$ cat src/rtl/uart_rx.sv
// UART receiver: 8N1, LSB first, mid-bit sampling from a down-counting baud timer.
// Holds one received byte with valid/ready handshake, frame-error pulse and sticky overrun.
module uart_rx #(
  parameter int unsigned CLK_CYCLES = 100_000_000,
  parameter int unsigned BAUD_RATE  = 19200
) (
  input  logic       clk_i,
  input  logic       rst_i,
  input  logic       rx_i,
  input  logic       rx_ready_i,
  output logic [7:0] rx_byte_o,
  output logic       rx_valid_o,
  output logic       rx_frame_err_o,
  output logic       rx_overrun_o,
  output logic       is_receiving_o
);

  localparam int unsigned ONE_BAUD = CLK_CYCLES / BAUD_RATE;
  localparam int unsigned HALF     = ONE_BAUD / 2;
  localparam int unsigned TIMER_W  = (ONE_BAUD > 2) ? $clog2(ONE_BAUD) : 1;

  localparam logic [TIMER_W-1:0] HalfLoad = TIMER_W'(HALF - 1);
  localparam logic [TIMER_W-1:0] BaudLoad = TIMER_W'(ONE_BAUD - 1);

  typedef enum logic [2:0] {
    RxIdle,
    RxStart,
    RxData,
    RxStop,
    RxBreak
  } rx_state_e;

  rx_state_e          state_q;
  logic [TIMER_W-1:0] timer_q;
  logic [2:0]         bit_cnt_q;
  logic [7:0]         shift_q;
  logic               rx_meta_q;
  logic               rx_s;
  logic [7:0]         byte_q;
  logic               valid_q;
  logic               frame_err_q;
  logic               overrun_q;

  always_ff @(posedge clk_i) begin
    if (rst_i) begin
      state_q     <= RxIdle;
      timer_q     <= '0;
      bit_cnt_q   <= '0;
      shift_q     <= '0;
      rx_meta_q   <= 1'b1;
      rx_s        <= 1'b1;
      byte_q      <= '0;
      valid_q     <= 1'b0;
      frame_err_q <= 1'b0;
      overrun_q   <= 1'b0;
    end else begin
      rx_meta_q   <= rx_i;
      rx_s        <= rx_meta_q;
      frame_err_q <= 1'b0;

      // A delivery later in this block overrides the consume when both happen together.
      if (valid_q && rx_ready_i) begin
        valid_q <= 1'b0;
      end

      case (state_q)
        RxIdle: begin
          if (!rx_s) begin
            timer_q <= HalfLoad;
            state_q <= RxStart;
          end
        end
        RxStart: begin
          if (timer_q != '0) begin
            timer_q <= timer_q - TIMER_W'(1);
          end else if (!rx_s) begin
            timer_q   <= BaudLoad;
            bit_cnt_q <= '0;
            state_q   <= RxData;
          end else begin
            state_q <= RxIdle;
          end
        end
        RxData: begin
          if (timer_q != '0) begin
            timer_q <= timer_q - TIMER_W'(1);
          end else begin
            shift_q   <= {rx_s, shift_q[7:1]};
            timer_q   <= BaudLoad;
            bit_cnt_q <= bit_cnt_q + 3'd1;
            if (bit_cnt_q == 3'd7) begin
              state_q <= RxStop;
            end
          end
        end
        RxStop: begin
          if (timer_q != '0) begin
            timer_q <= timer_q - TIMER_W'(1);
          end else if (rx_s) begin
            state_q <= RxIdle;
            if (!valid_q || rx_ready_i) begin
              byte_q  <= shift_q;
              valid_q <= 1'b1;
            end else begin
              overrun_q <= 1'b1;
            end
          end else begin
            frame_err_q <= 1'b1;
            state_q     <= RxBreak;
          end
        end
        RxBreak: begin
          if (rx_s) begin
            state_q <= RxIdle;
          end
        end
        default: state_q <= RxIdle;
      endcase
    end
  end

  assign rx_byte_o      = byte_q;
  assign rx_valid_o     = valid_q;
  assign rx_frame_err_o = frame_err_q;
  assign rx_overrun_o   = overrun_q;
  assign is_receiving_o = (state_q != RxIdle);

endmodule

$ cat config.mk
export PLATFORM = sky130hd
export DESIGN_NAME = uart_rx
export DESIGN_NICKNAME = d
export VERILOG_FILES = /design/src/rtl/uart_rx.sv
export SDC_FILE = /design/constraint.sdc
export NUM_CORES = 1
export LEC_CHECK = 0
export ABC_AREA = 1
export CAP_MARGIN = 20
export CORE_ASPECT_RATIO = 0.6
export CORE_MARGIN = 1
export CORE_UTILIZATION = 51
export CTS_CLUSTER_DIAMETER = 200
export DETAILED_ROUTE_END_ITERATION = 8
export PLACE_DENSITY = 0.71
export REMOVE_ABC_BUFFERS = 1
export SETUP_SLACK_MARGIN = 0.2
export SLEW_MARGIN = 15
export SYNTH_ARGS = -nofsm -noshare
export SYNTH_HDL_FRONTEND = slang
export SYNTH_SLANG_ARGS = --single-unit
$ cat constraint.sdc
create_clock -name clk_i -period 1.3 [get_ports clk_i]
set_input_delay 0.26 -clock clk_i [delete_from_list [all_inputs] [get_ports clk_i]]
set_output_delay 0.26 -clock clk_i [all_outputs]
set_load 0.1 [all_outputs]
* Yosys cells after proc, flatten, opt, wreduce, memory -nomap -nowiden
Cells that the tools add are included.
Storage, ports and cells: flip-flop bits (word level) 40, bits of input ports 4, output and inout port bits 12, logic and storage cells 69
Operators by class: $add $sub $neg 2, equal/unequal tests 14, muxes and demuxes 25, bitwise logic cells 3, reductions and logical operators 15
Operators with widths (number):
- $mux 13 | 5
- $pmux 13 s4 | 1
- $mux 3 | 10
- $ne 2x2->1 const B | 8
- $reduce_and 4->1 | 4
- $pmux 3 s5 | 1
- $reduce_bool 13->1 | 1
- $sub 13x1->13 const B | 1
- $eq 3x2->1 const B | 2
- $eq 3x3->1 const B | 2
- $mux 1 | 6
- $pmux 3 s2 | 1
- $reduce_and 6->1 | 1
- $reduce_bool 4->1 | 1
- $add 3x1->3 const B | 1
- $eq 3x1->1 const B | 1
- $logic_not 3->1 | 1
- $ne 3x3->1 const B | 1
- $not 1->1 | 3
- $reduce_bool 3->1 | 1
- $reduce_or 3->1 | 1
- $mux 2 | 1
- $reduce_and 2->1 | 1
- $reduce_bool 2->1 | 1
- other kinds (3) | 3

* Logic depth before layout (Yosys ltp)
word-level depth 6, gate-level depth with buffers 11, depth with buffers taken out 11

* Least setup slack after synthesis
OpenSTA, ideal clock, no wires.
path kind register -> register, from reg valid_q (netlist: rx_valid_o), to reg byte_q[0] (netlist: rx_byte_o[0]), data arrival time 1549 ps, required time 1183 ps, path slack -366 ps, stages on the path, launching flop included 8, path buffers 0, period minus slack after synthesis 1666 ps, cells stage by stage dfxtp_1 -> inv_1 -> nor2_1 -> inv_1 -> nand4_2 -> inv_2 -> nor2_1 -> nor2_1
Between the ends: cells in the longest elaborated chain, start to end 3
Ends and longest elaborated chain:
- start, declared | RTL line 40 | logic valid_q;
- start signal, assigned | RTL line 53 | valid_q <= 1'b0;
- start signal, assigned | RTL line 63 | valid_q <= 1'b0;
- start signal, assigned | RTL line 103 | valid_q <= 1'b1;
- $logic_not 1->1 | RTL line 101 | if (!valid_q || rx_ready_i) begin
- $logic_or 1x1->1 | RTL line 101
- $reduce_and 4->1 (no source line)
- end signal, assigned | RTL line 102 | byte_q <= shift_q;
- end, declared | RTL line 39 | logic [7:0] byte_q;
No other way between the ends. A chain may end at the register's enable or synchronous reset.

* Final worst setup path
from reg state_q[2], to reg timer_q[8]
Between the ends: cells in the longest elaborated chain, start to end 3, elaborated cells between the ends (all ways) 10, those cells by class eq/ne (6); mux (1); reduce/logical (3)
Ends and longest elaborated chain:
- start, declared | RTL line 33 | rx_state_e state_q;
- start signal, assigned | RTL line 46 | state_q <= RxIdle;
- start signal, assigned | RTL line 70 | state_q <= RxStart;
- start signal, assigned | RTL line 79 | state_q <= RxData;
- $eq 3x1->1 (tied with other cells) | RTL line 66 | case (state_q)
- $ne 3x3->1 (no source line) (tied with other cells)
- $reduce_and 4->1 (no source line)
- end signal, assigned | RTL line 69 | timer_q <= HalfLoad;
- end signal, assigned | RTL line 75 | timer_q <= timer_q - TIMER_W'(1);
- end signal, assigned | RTL line 77 | timer_q <= BaudLoad;
- end, declared | RTL line 34 | logic [TIMER_W-1:0] timer_q;
Parallel ways exist; a longest one is shown, timed or not.

==> flow_summary.html <==
<table>
<tr><th>Metric</th><th>Value</th></tr>
<tr><th colspan="2">Outcome</th></tr>
<tr><td>Run status</td><td>finished with violations</td></tr>
<tr><td>Violations in the final reports</td><td>setup timing</td></tr>
<tr><th colspan="2">Timing</th></tr>
<tr><td>Number of setup violations in the final report</td><td>39</td></tr>
<tr><td>Clock period minus worst slack</td><td>roughly 1.8 ns</td></tr>
<tr><td>Slew Viols, Final</td><td>0</td></tr>
<tr><td>Post-route worst setup slack</td><td>-0.522 ns</td></tr>
<tr><td>Setup repair after global routing missed its margin</td><td>yes</td></tr>
<tr><td>Post-route clock period utilization</td><td>1.40</td></tr>
<tr><td>Relative slew slack</td><td>0.762</td></tr>
<tr><td>Worst-Margin Slew</td><td>between 0.3 and 0.4 ns</td></tr>
<tr><td>FMAX</td><td>549 MHz</td></tr>
<tr><td>Endpoints failing hold</td><td>0</td></tr>
<tr><td>Clock Skews</td><td>0.0104 ns</td></tr>
<tr><th colspan="2">Synth</th></tr>
<tr><td>FF+latch count, synth</td><td>40</td></tr>
<tr><td>Cell type with the highest aggregate area in the netlist</td><td>sky130_fd_sc_hd__dfxtp_1</td></tr>
<tr><td>Most used DFF post-synth</td><td>sky130_fd_sc_hd__dfxtp_1</td></tr>
<tr><td>Number of standard cells after synthesis</td><td>~280</td></tr>
<tr><td>Proportion of synthesized chip area in sequential cells</td><td>0.416</td></tr>
<tr><td>Warning count from the yosys run</td><td>0</td></tr>
<tr><td>Mean cell area of the mapped netlist</td><td>around 7 um2</td></tr>
<tr><td>Leading cell type by number of instances after synthesis</td><td>sky130_fd_sc_hd__nor2_1</td></tr>
<tr><td>Top cell types by occurrence after synthesis</td><td>sky130_fd_sc_hd__nor2_1 (65), sky130_fd_sc_hd__nand2_1 (48), sky130_fd_sc_hd__dfxtp_1 (40)</td></tr>
<tr><td>Top post-synthesis cells by area</td><td>sky130_fd_sc_hd__dfxtp_1 (42%), sky130_fd_sc_hd__nor2_1 (13%), sky130_fd_sc_hd__nand2_1 (9.4%), sky130_fd_sc_hd__o21ai_0 (6.5%), sky130_fd_sc_hd__nand3_1 (4.2%)</td></tr>
<tr><td>Fraction of registers with async set or reset after synthesis</td><td>0</td></tr>
<tr><td>Count of distinct cell types in the synthesized netlist</td><td>28</td></tr>
<tr><td>Post-synth EDFFs</td><td>0</td></tr>
<tr><td>Summed instance area of the synthesized netlist</td><td>0.00193 mm2</td></tr>
<tr><td>Area share of the largest cell type after synthesis</td><td>0.416</td></tr>
<tr><th colspan="2">Drt</th></tr>
<tr><td>Antenna Nets Post-Route</td><td>0</td></tr>
<tr><td>Vias/cell</td><td>6.25</td></tr>
<tr><td>Wire length per cell after detailed routing</td><td>a little over 20 um</td></tr>
<tr><td>Iter 0 DRT Violations</td><td>315</td></tr>
<tr><td>Detailed-router iteration count before antenna repair</td><td>5</td></tr>
<tr><td>DRC violation count after routing</td><td>0</td></tr>
<tr><td>Total number of vias</td><td>between 2000 and 2500</td></tr>
<tr><td>WL final</td><td>slightly above 8 mm</td></tr>
<tr><th colspan="2">Finish</th></tr>
<tr><td>FILL cells</td><td>120</td></tr>
<tr><td>Proportion of layout cells with a drive suffix above 1</td><td>0.510</td></tr>
<tr><td>Post-layout net count</td><td>360</td></tr>
<tr><td>Post-route core utilization</td><td>0.924</td></tr>
<tr><td>Growth of design area from synthesis to finish</td><td>64.3%</td></tr>
<tr><td>Sequential cell area</td><td>roughly 830 um2</td></tr>
<tr><td>Multi-input combinational cell area</td><td>around 0.0013 mm2</td></tr>
<tr><td>Count of inserted antenna diode cells</td><td>0</td></tr>
<tr><th colspan="2">Power and ir drop</th></tr>
<tr><td>Leakage power</td><td>between 1 and 1.5 nW</td></tr>
<tr><td>Worst IR Drop VDD</td><td>roughly 0.0018 V</td></tr>
<tr><td>Power density over the cells</td><td>roughly 2400 mW/mm2</td></tr>
<tr><th colspan="2">Worst setup path</th></tr>
<tr><td>Number of cells on the worst reg-to-reg path</td><td>10</td></tr>
<tr><td>FF-to-FF End</td><td>timer_q[8]</td></tr>
<tr><td>Worst Path Class, Setup</td><td>flop to flop</td></tr>
<tr><td>Highest fanout seen on the critical path</td><td>3</td></tr>
<tr><td>Worst setup SP type</td><td>flop</td></tr>
<tr><td>Data arrival time of the worst path</td><td>around 2 ns</td></tr>
<tr><td>Worst flop-to-flop path startpoint</td><td>state_q[2]</td></tr>
<tr><td>Type of element capturing the critical path</td><td>flop</td></tr>
<tr><td>Reg-to-reg setup timing slack</td><td>-0.52 ns</td></tr>
<tr><td>Endpoint required time on the critical path</td><td>1.48 ns</td></tr>
<tr><th colspan="2">Clocking</th></tr>
<tr><td>Clock net sink count</td><td>40</td></tr>
<tr><td>Count of hold buffers inserted by post-cts repair</td><td>0</td></tr>
<tr><td>Clock latency reported for the late side of the worst-skew pair</td><td>around 0.31 ns</td></tr>
<tr><td>Number of buffers on the longest clock path</td><td>2</td></tr>
<tr><td>Buffer type at the clock tree root</td><td>sky130_fd_sc_hd__clkbuf_8</td></tr>
<tr><td>Maximum level of the CTS H-tree</td><td>2</td></tr>
<tr><td>Clock-pin slew on the worst setup and hold paths</td><td>~0.090 ns</td></tr>
<tr><td>CTS Buf Count</td><td>5</td></tr>
<tr><td>TritonCTS clock tree</td><td>built</td></tr>
<tr><th colspan="2">Global routing</th></tr>
<tr><td>GRT Util Overall</td><td>0.352</td></tr>
<tr><td>Residual overflow from global routing</td><td>0</td></tr>
<tr><td>Maximum number of pins on one net before global-route repair</td><td>20</td></tr>
<tr><td>Vias in the first global route</td><td>approximately 2200</td></tr>
<tr><td>Initial antenna violation count</td><td>0</td></tr>
<tr><td>Wire length of the first global-routing pass</td><td>10.4 mm</td></tr>
<tr><th colspan="2">Place</th></tr>
<tr><td>HPWL after detailed placement</td><td>~3.9 mm</td></tr>
<tr><td>Port Buf Inserts</td><td>15</td></tr>
<tr><td>Final Wtd Congestion</td><td>0.920</td></tr>
<tr><td>Pre-CTS setup slack</td><td>-0.286 ns</td></tr>
<tr><th colspan="2">Floorplan</th></tr>
<tr><td>Area of the die</td><td>0.00403 mm2</td></tr>
<tr><td>Die X</td><td>81.3 um</td></tr>
<tr><td>Core region area</td><td>0.00342 mm2</td></tr>
<tr><td>Number of core rows</td><td>16</td></tr>
<tr><td>Initial core utilization</td><td>0.563</td></tr>
<tr><td>Vert. Die Dim</td><td>about 50 um</td></tr>
<tr><td>I/O Pins</td><td>16</td></tr>
<tr><th colspan="2">Min path</th></tr>
<tr><td>Hold endpoint</td><td>rx_s</td></tr>
<tr><td>Min-Delay Path Class</td><td>flop to flop</td></tr>
<tr><td>Startpoint of the worst hold path</td><td>rx_meta_q</td></tr>
<tr><td>Hold Crit Depth</td><td>1</td></tr>
<tr><th colspan="2">Job</th></tr>
<tr><td>Max-Cap Viols</td><td>0</td></tr>
</table>
==> worst max-delay path by stage <==
| stage | start | to | slack [ns] | cells past startpoint |
|---|---|---|---|---|
| final | state_q[2] | timer_q[8] | -0.52 | 10 |
| after CTS | timer_q[8] | state_q[0] | -0.16 | 11 |
| after detailed placement | timer_q[0] | timer_q[3] | -0.29 | 10 |
| after global routing | timer_q[9] | timer_q[8] | -0.70 | 10 |
| after floorplan | rx_valid_o | rx_byte_o[0] | -0.37 | 7 |
| after global placement | timer_q[0] | timer_q[3] | -0.28 | 10 |
==> critical path, cell delays in order (launching register included) <==
cell and delay, ns:
sky130_fd_sc_hd__dfxtp_1 0.36, sky130_fd_sc_hd__inv_2 0.11, sky130_fd_sc_hd__nand2_2 0.10, sky130_fd_sc_hd__nor2_4 0.19
sky130_fd_sc_hd__buf_4 0.17, sky130_fd_sc_hd__inv_1 0.05, sky130_fd_sc_hd__nand2_1 0.11, sky130_fd_sc_hd__nand2_1 0.10
sky130_fd_sc_hd__nor2_1 0.12, sky130_fd_sc_hd__nor2_1 0.08, sky130_fd_sc_hd__nor2_1 0.31
==> where the power goes <==
| group | total, mW | internal (mW) | switching (mW) |
|---|---|---|---|
| clock | 0.865 | 0.374 | 0.490 |
| sequential | 1.72 | 1.47 | 0.254 |
| combinational | 4.90 | 1.98 | 2.92 |
| total | 7.48 | 3.82 | 3.66 |
==> flip-flops by register name, summed over array words and instances (netlist names) <==
register,cells
bit_cnt_q,3
rx_s,1
rx_valid_o,1
rx_byte_o,8
rx_frame_err_o,1
rx_meta_q,1
rx_overrun_o,1
shift_q,8
state_q,3
timer_q,13
==> routing by layer <==
metal	vias to the layer above	global-route usage	wire, um	share of wire
met1	1132	0.444	2980	0.36
met2	234	0.533	3400	0.42
li1	1037	-	-	-
met4	0	0.173	622	0.076
met3	84	0.119	1190	0.14
met5	-	0	0	0
==> layout by cell type (no fill, tap or decap), types with 9 or more instances in the layout <==
master / synthesis / final
sky130_fd_sc_hd__dfxtp_1: 40 / 21
sky130_fd_sc_hd__nand2_2: 2 / 13
sky130_fd_sc_hd__nand2_1: 48 / 32
sky130_fd_sc_hd__inv_1: 21 / 17
sky130_fd_sc_hd__nor2_2: 5 / 9
sky130_fd_sc_hd__nand3_1: 16 / 10
sky130_fd_sc_hd__dfxtp_2: 0 / 16
sky130_fd_sc_hd__nor2_1: 65 / 54
sky130_fd_sc_hd__o21ai_2: 0 / 12
sky130_fd_sc_hd__nor2_4: 3 / 10
sky130_fd_sc_hd__o21ai_1: 4 / 10
sky130_fd_sc_hd__buf_12: 0 / 13
sky130_fd_sc_hd__buf_4: 1 / 49
==> metrics by stage <==
stage / total power [mW] / hold WS, ns / instance area [um2] / TNS, ns / std cells
finish: 7.48 / 0.453 / 3160 / -11.28 / 398
global route: 7.78 / 0.458 / 3160 / -14.67 / 398
CTS: 6.50 / 0.420 / 2980 / -3.56 / 396
detailed placement: 4.93 / 0.400 / 2590 / -6.66 / 379
global placement: 4.85 / 0.397 / 2590 / -6.00 / 379
floorplan: 3.51 / 0.329 / 1890 / -7.22 / 271
==> layout make-up <==
cell class,instances,area share
Timing Repair Buffer,74,0.241
Sequential cell,40,0.263
Tap cell,45,0.0178
Clock inverter,3,0.00593
Clock buffer,5,0.0218
Inverter,26,0.0340
Multi-Input combinational cell,205,0.416
==> cells by family (layout without fill, tap and decap cells) <==
family / after synthesis / after routing / synth area share
AOI/OAI and AO/OA: 48 / 48 / 0.130
xor gates and xnor gates: 5 / 5 / 0.0227
adders and majority gates: 4 / 4 / 0.0260
buffers and inverters: 32 / 108 / 0.0689
DFF: 40 / 40 / 0.416
and+or+nand+nor: 148 / 148 / 0.337
==> repair_timing <==
action / 4_1_cts / 5_1_grt
gates resized for setup: 93 / 46
setup endpoints to repair: 50 / 49
pin swaps: 16 / 19
buffers inserted: 9 / 2
gates cloned: 0 / 0
hold endpoints to repair: 0 / 0
Note: power is estimated with default switching activity, not from simulation.
==> variant 1 (same flow settings) <==
The parameter `CLK_CYCLES` goes from 100_000_000 to 25_000_000.
--- a/src/rtl/uart_rx.sv
+++ b/src/rtl/uart_rx.sv
@@ -2,5 +2,5 @@
 // Holds one received byte with valid/ready handshake, frame-error pulse and sticky overrun.
 module uart_rx #(
-  parameter int unsigned CLK_CYCLES = 100_000_000,
+  parameter int unsigned CLK_CYCLES = 25_000_000,
   parameter int unsigned BAUD_RATE  = 19200
 ) (
Function: no difference found for any inputs over 10 cycles, from zero or initial values and one cycle with rst_i high; that may be too few to reach the edited logic, so the function may still have changed.
==> variant 1 against the original RTL <==
- the run still ends with setup timing left
- critical path type unchanged
- wire length is 32% lower
- power decreased by 11%
- hold slack got worse by 0.028 ns
- non-clock buffer count fell by 7
- worst setup slack better by 0.32 ns
- design area is 6.9% lower
- clock power is 2% higher
- clock skew is 0.0019 ns lower
- area after synthesis down 1.4%
- sequential cell count decreased by 2
==> variant 1: results (changes against the original RTL) <==
- DR pass1 iterations: 4 (was 5)
- Post-route setup slack: -0.2066 ns (was -0.5217 ns)
- Seq/Total Area, Yosys: 40.05% (was 41.59%)
- Met2 Resource Use GR: 38.70% (was 53.33%)
- GRT Overall Usage: 26.63% (was 35.20%)
- CP Max Fanout: 7 (was 3)
- Layout cells sized above 1: 43.30% (was 50.99%)
- DPL Wire Length: 2968 um (was 3924 um)
- Pin count of the biggest net entering global routing: 23 (was 20)
- Setup violators final: 36 (was 39)
- Setup Skew: 0.008538 ns (was 0.01042 ns)
- Vias in the first global route: 1,715 (was 2,217)
- Violated checks: setup timing (unchanged)
- Drt initial violations: 175 (was 315)
- Post-route insts no fill: 396 (was 398)
- Cell count after placement: 368 (was 379)
- GR Layer Usage met3: 5.607% (was 11.85%)
- CP max stage delay: 0.34 ns (was 0.36 ns)
- Area contributors post-synth: dfxtp_1, nand2_1, nor2_1, inv_1, a21oi_1 (was dfxtp_1, nor2_1, nand2_1, o21ai_0, nand3_1)
- Worst EP arrival: 1.74 ns (was 2.00 ns)
- Largest register FFs: 11 (was 13)
- Distinct cells, synth: 31 (was 28)
- Status: finished with violations (unchanged)
- Worst slew margin: 78.59% (was 76.24%)
- Routability cong.: 0.8969 (was 0.9203)
- GR Layer Usage met1: 38.75% (was 44.39%)
- Hold_ws: 0.4247 ns (was 0.4530 ns)
- Synth top cells by count: nand2_1, nor2_1, dfxtp_1, inv_1, a21oi_1 (was nor2_1, nand2_1, dfxtp_1, o21ai_0, inv_1)
- Filler cell count in the final layout: 183 (was 120)
- Vias: 1,994 (was 2,487)
- Leakage power: 1.446 nW (was 1.411 nW)
- Total detailed-routing wirelength: 5576 um (was 8195 um)
- Final-stage net count: 357 (was 360)
==> variant 1: critical path, delay by kind of cell, from the launching register on <==
family | cells | cell delay (ns)
DFF | 1 | 0.34
and+or+nand+nor | 5 | 0.61
buffers and inverters | 2 | 0.23
AOI/OAI and AO/OA | 1 | 0.12
adders and majority gates | 1 | 0.14
==> variant 1: kinds of logic after synthesis <==
| kind of cell | Yosys count | synth area share, % |
|---|---|---|
| AND/OR/NAND/NOR | 157 | 36.69 |
| buffers and inverters | 49 | 11.00 |
| flip-flops | 38 | 40.05 |
| AO/OA/AOI/OAI | 31 | 8.894 |
| XOR/XNOR | 3 | 1.384 |
| adder cells (fa/ha/maj) | 3 | 1.976 |
==> variant 1: area by class of cell <==
cell class                 count  share of cell area, %
clock buffer                   7                  2.932
clock inverter                 1                 0.1700
inverter                      42                  5.610
multi-input combinational    196                  38.89
sequential                    38                  26.69
tap                           45                  1.912
timing repair buffer          67                  23.80
==> variant 1: final timing paths <==
kind | start | endpoint | cells after the start
setup / recovery | timer_q[1]$_SDFFE_PP0P_ | bit_cnt_q[2]$_SDFFE_PP0P_ | 9
hold / removal | rx_meta_q$_SDFF_PP1_ | rx_s$_SDFF_PP1_ | 1
setup reg to reg | timer_q[1]$_SDFFE_PP0P_ | bit_cnt_q[2]$_SDFFE_PP0P_ | 9
hold reg to reg | rx_meta_q$_SDFF_PP1_ | rx_s$_SDFF_PP1_ | 1
==> variant 1: repair_timing <==
action,in CTS,in global routing
setup endpoints to repair,47,43
gates resized for setup,39,38
gates cloned,2,0
setup buffers,10,8
pin swaps,7,16
==> variant 1: layer usage <==
metal  share of wire, %  wire [um]
met1                 50       2812
met2                 44       2441
met3                4.7        264
met4                1.0         58
met5                  0          0
==> variant 1: through the flow <==
step	utilization, %	instance area [sq um]	setup TNS, ns
finish	86.51	2944	-4.557
global route	86.51	2944	-7.048
CTS	80.77	2749	-1.777
detailed placement	72.28	2460	-5.691
global placement	72.28	2460	-4.586
floorplan	-	1853	-7.173
==> variant 1: power by group through the flow <==
stage	registers [mW]	clock network, mW	logic, mW
5_1_grt	1.68	0.918	4.47
2_1_floorplan	1.75	0	1.85
6_report	1.66	0.878	4.13
4_1_cts	1.62	0.857	3.55
3_5_place_dp	1.62	0	3.04
3_3_place_gp	1.62	0	3.02
==> variant 2 (config.mk and constraints unchanged) <==
Without the edit above. Register the output `rx_overrun_o` once more, with the module's reset; this adds one clock of latency there. The other outputs are not delayed to match.
--- a/src/rtl/uart_rx.sv
+++ b/src/rtl/uart_rx.sv
@@ -123,5 +123,11 @@
   assign rx_valid_o     = valid_q;
   assign rx_frame_err_o = frame_err_q;
-  assign rx_overrun_o   = overrun_q;
+  always_ff @(posedge clk_i) begin
+    if (rst_i) begin
+      rx_overrun_o <= '0;
+    end else begin
+      rx_overrun_o <= overrun_q;
+    end
+  end
   assign is_receiving_o = (state_q != RxIdle);
 
Check against the original RTL: same outputs for any inputs over 10 cycles, from zero or initial values and one cycle with rst_i high; that may be too few to reach the edited logic, so the function may still have changed.
==> variant 2 against the original RTL <==
- the flow finishes with violations (DRC, setup timing)
- sequential cell count grew 1
- design area grew 5.1%
- wire length shrank 3.9%
- power grew 19%
- non-clock buffer count grew 6
- worst setup slack gained 0.14 ns
- hold slack lost 0.037 ns
- area after synthesis grew 7.3%
- largest power group unchanged
==> variant 2: results (changes against the original RTL) <==
- Filler cell count in the final layout: 168 (was 120)
- GRT Overall Usage: 33.09% (was 35.20%)
- Reg area: 853.3 sq um (was 832.0 sq um)
- Setup violators final: 39 (unchanged)
- Place WS: -0.3649 ns (was -0.2865 ns)
- Clk. pwr: 1.11 mW (was 0.865 mW)
- Worst Setup EP: rx_byte_o[2]$_SDFFE_PP0P_ (was timer_q[8]$_SDFFE_PP0P_)
- Power per cell area: 2667 mW/mm^2 (was 2366 mW/mm^2)
- Non-clock buffer count: 80 (was 74)
- Pin count of the biggest net entering global routing: 27 (was 20)
- Drt initial violations: 251 (was 315)
- Post-route setup slack: -0.3865 ns (was -0.5217 ns)
- P_seq: 1.79 mW (was 1.72 mW)
- VDD IR-drop max: 2.204 mV (was 1.820 mV)
- Violated checks: DRC, setup timing (was setup timing)
- Data buffer area share: 24.42% (was 24.13%)
- Multi-input comb cells: 192 (was 205)
- Area of the multi-input gates: 0.001339 sq mm (was 0.001316 sq mm)
- DR pass1 iterations: 7 (was 5)
- Post-cts resize count: 73 (was 93)
- Area contributors post-synth: dfxtp_1, nand2_1, o21ai_0, inv_1, nor2_1 (was dfxtp_1, nor2_1, nand2_1, o21ai_0, nand3_1)
- Synth top cells by count: dfxtp_1, nand2_1, inv_1, nor2_1, o21ai_0 (was nor2_1, nand2_1, dfxtp_1, o21ai_0, inv_1)
- Vias in the first global route: 2,248 (was 2,217)
- Inverters: 38 (was 26)
- Mapped Cells: 275 (was 277)
- Post-route insts no fill: 406 (was 398)
- Distinct cells, synth: 36 (was 28)
- Crit path launch: timer_q[6]$_SDFFE_PP0P_ (was state_q[2]$_SDFFE_PP0P_)
- Routability cong.: 0.9250 (was 0.9203)
- # rows: 17 (was 16)
- Tightest Pin Transition: 0.5650 ns (was 0.3550 ns)
- Clock buffer count: 6 (was 5)
- Leakage power: 1.441 nW (was 1.411 nW)
- Post-CTS setup buffers: 8 (was 9)
- Sw Pwr: 4.267 mW (was 3.661 mW)
- DRC Markers: 2 (was 0)
- DPL Wire Length: 3652 um (was 3924 um)
- Final-stage net count: 366 (was 360)
- Clock-cell share: 3.612% (was 2.769%)
- Status: finished with violations (unchanged)
- Fin Setup TNS: -10.58 ns (was -11.28 ns)
- Total detailed-routing wirelength: 7878 um (was 8195 um)
- Hold_ws: 0.4160 ns (was 0.4530 ns)
[variant 2: kinds of logic after synthesis]
| group | share of synthesized area, % |
|---|---|
| buf+inv | 9.387 |
| xor+xnor | 0.8481 |
| flops | 39.73 |
| compound gates | 18.05 |
| fa+ha+maj | 2.423 |
| simple gates | 29.56 |
[variant 2: worst max-delay path, cell delays in order, from the launching register on]
cell and delay (ns):
dfxtp_1 0.34, nor2_2 0.22, nand2_4 0.13, nor2_8 0.18, nand4_4 0.21, nor2_8 0.27, buf_6 0.14, o21ai_2 0.05
a21oi_2 0.11
[variant 2: per-layer routing]
metal	routed length (um)	vias to the layer above	part of all wire, %	global-route usage, %
met5	0	-	0	0
met4	470	0	6.0	13.51
met3	752	59	9.5	7.431
met2	3587	163	46	57.65
met1	3067	1128	39	40.30
li1	-	1068	-	-
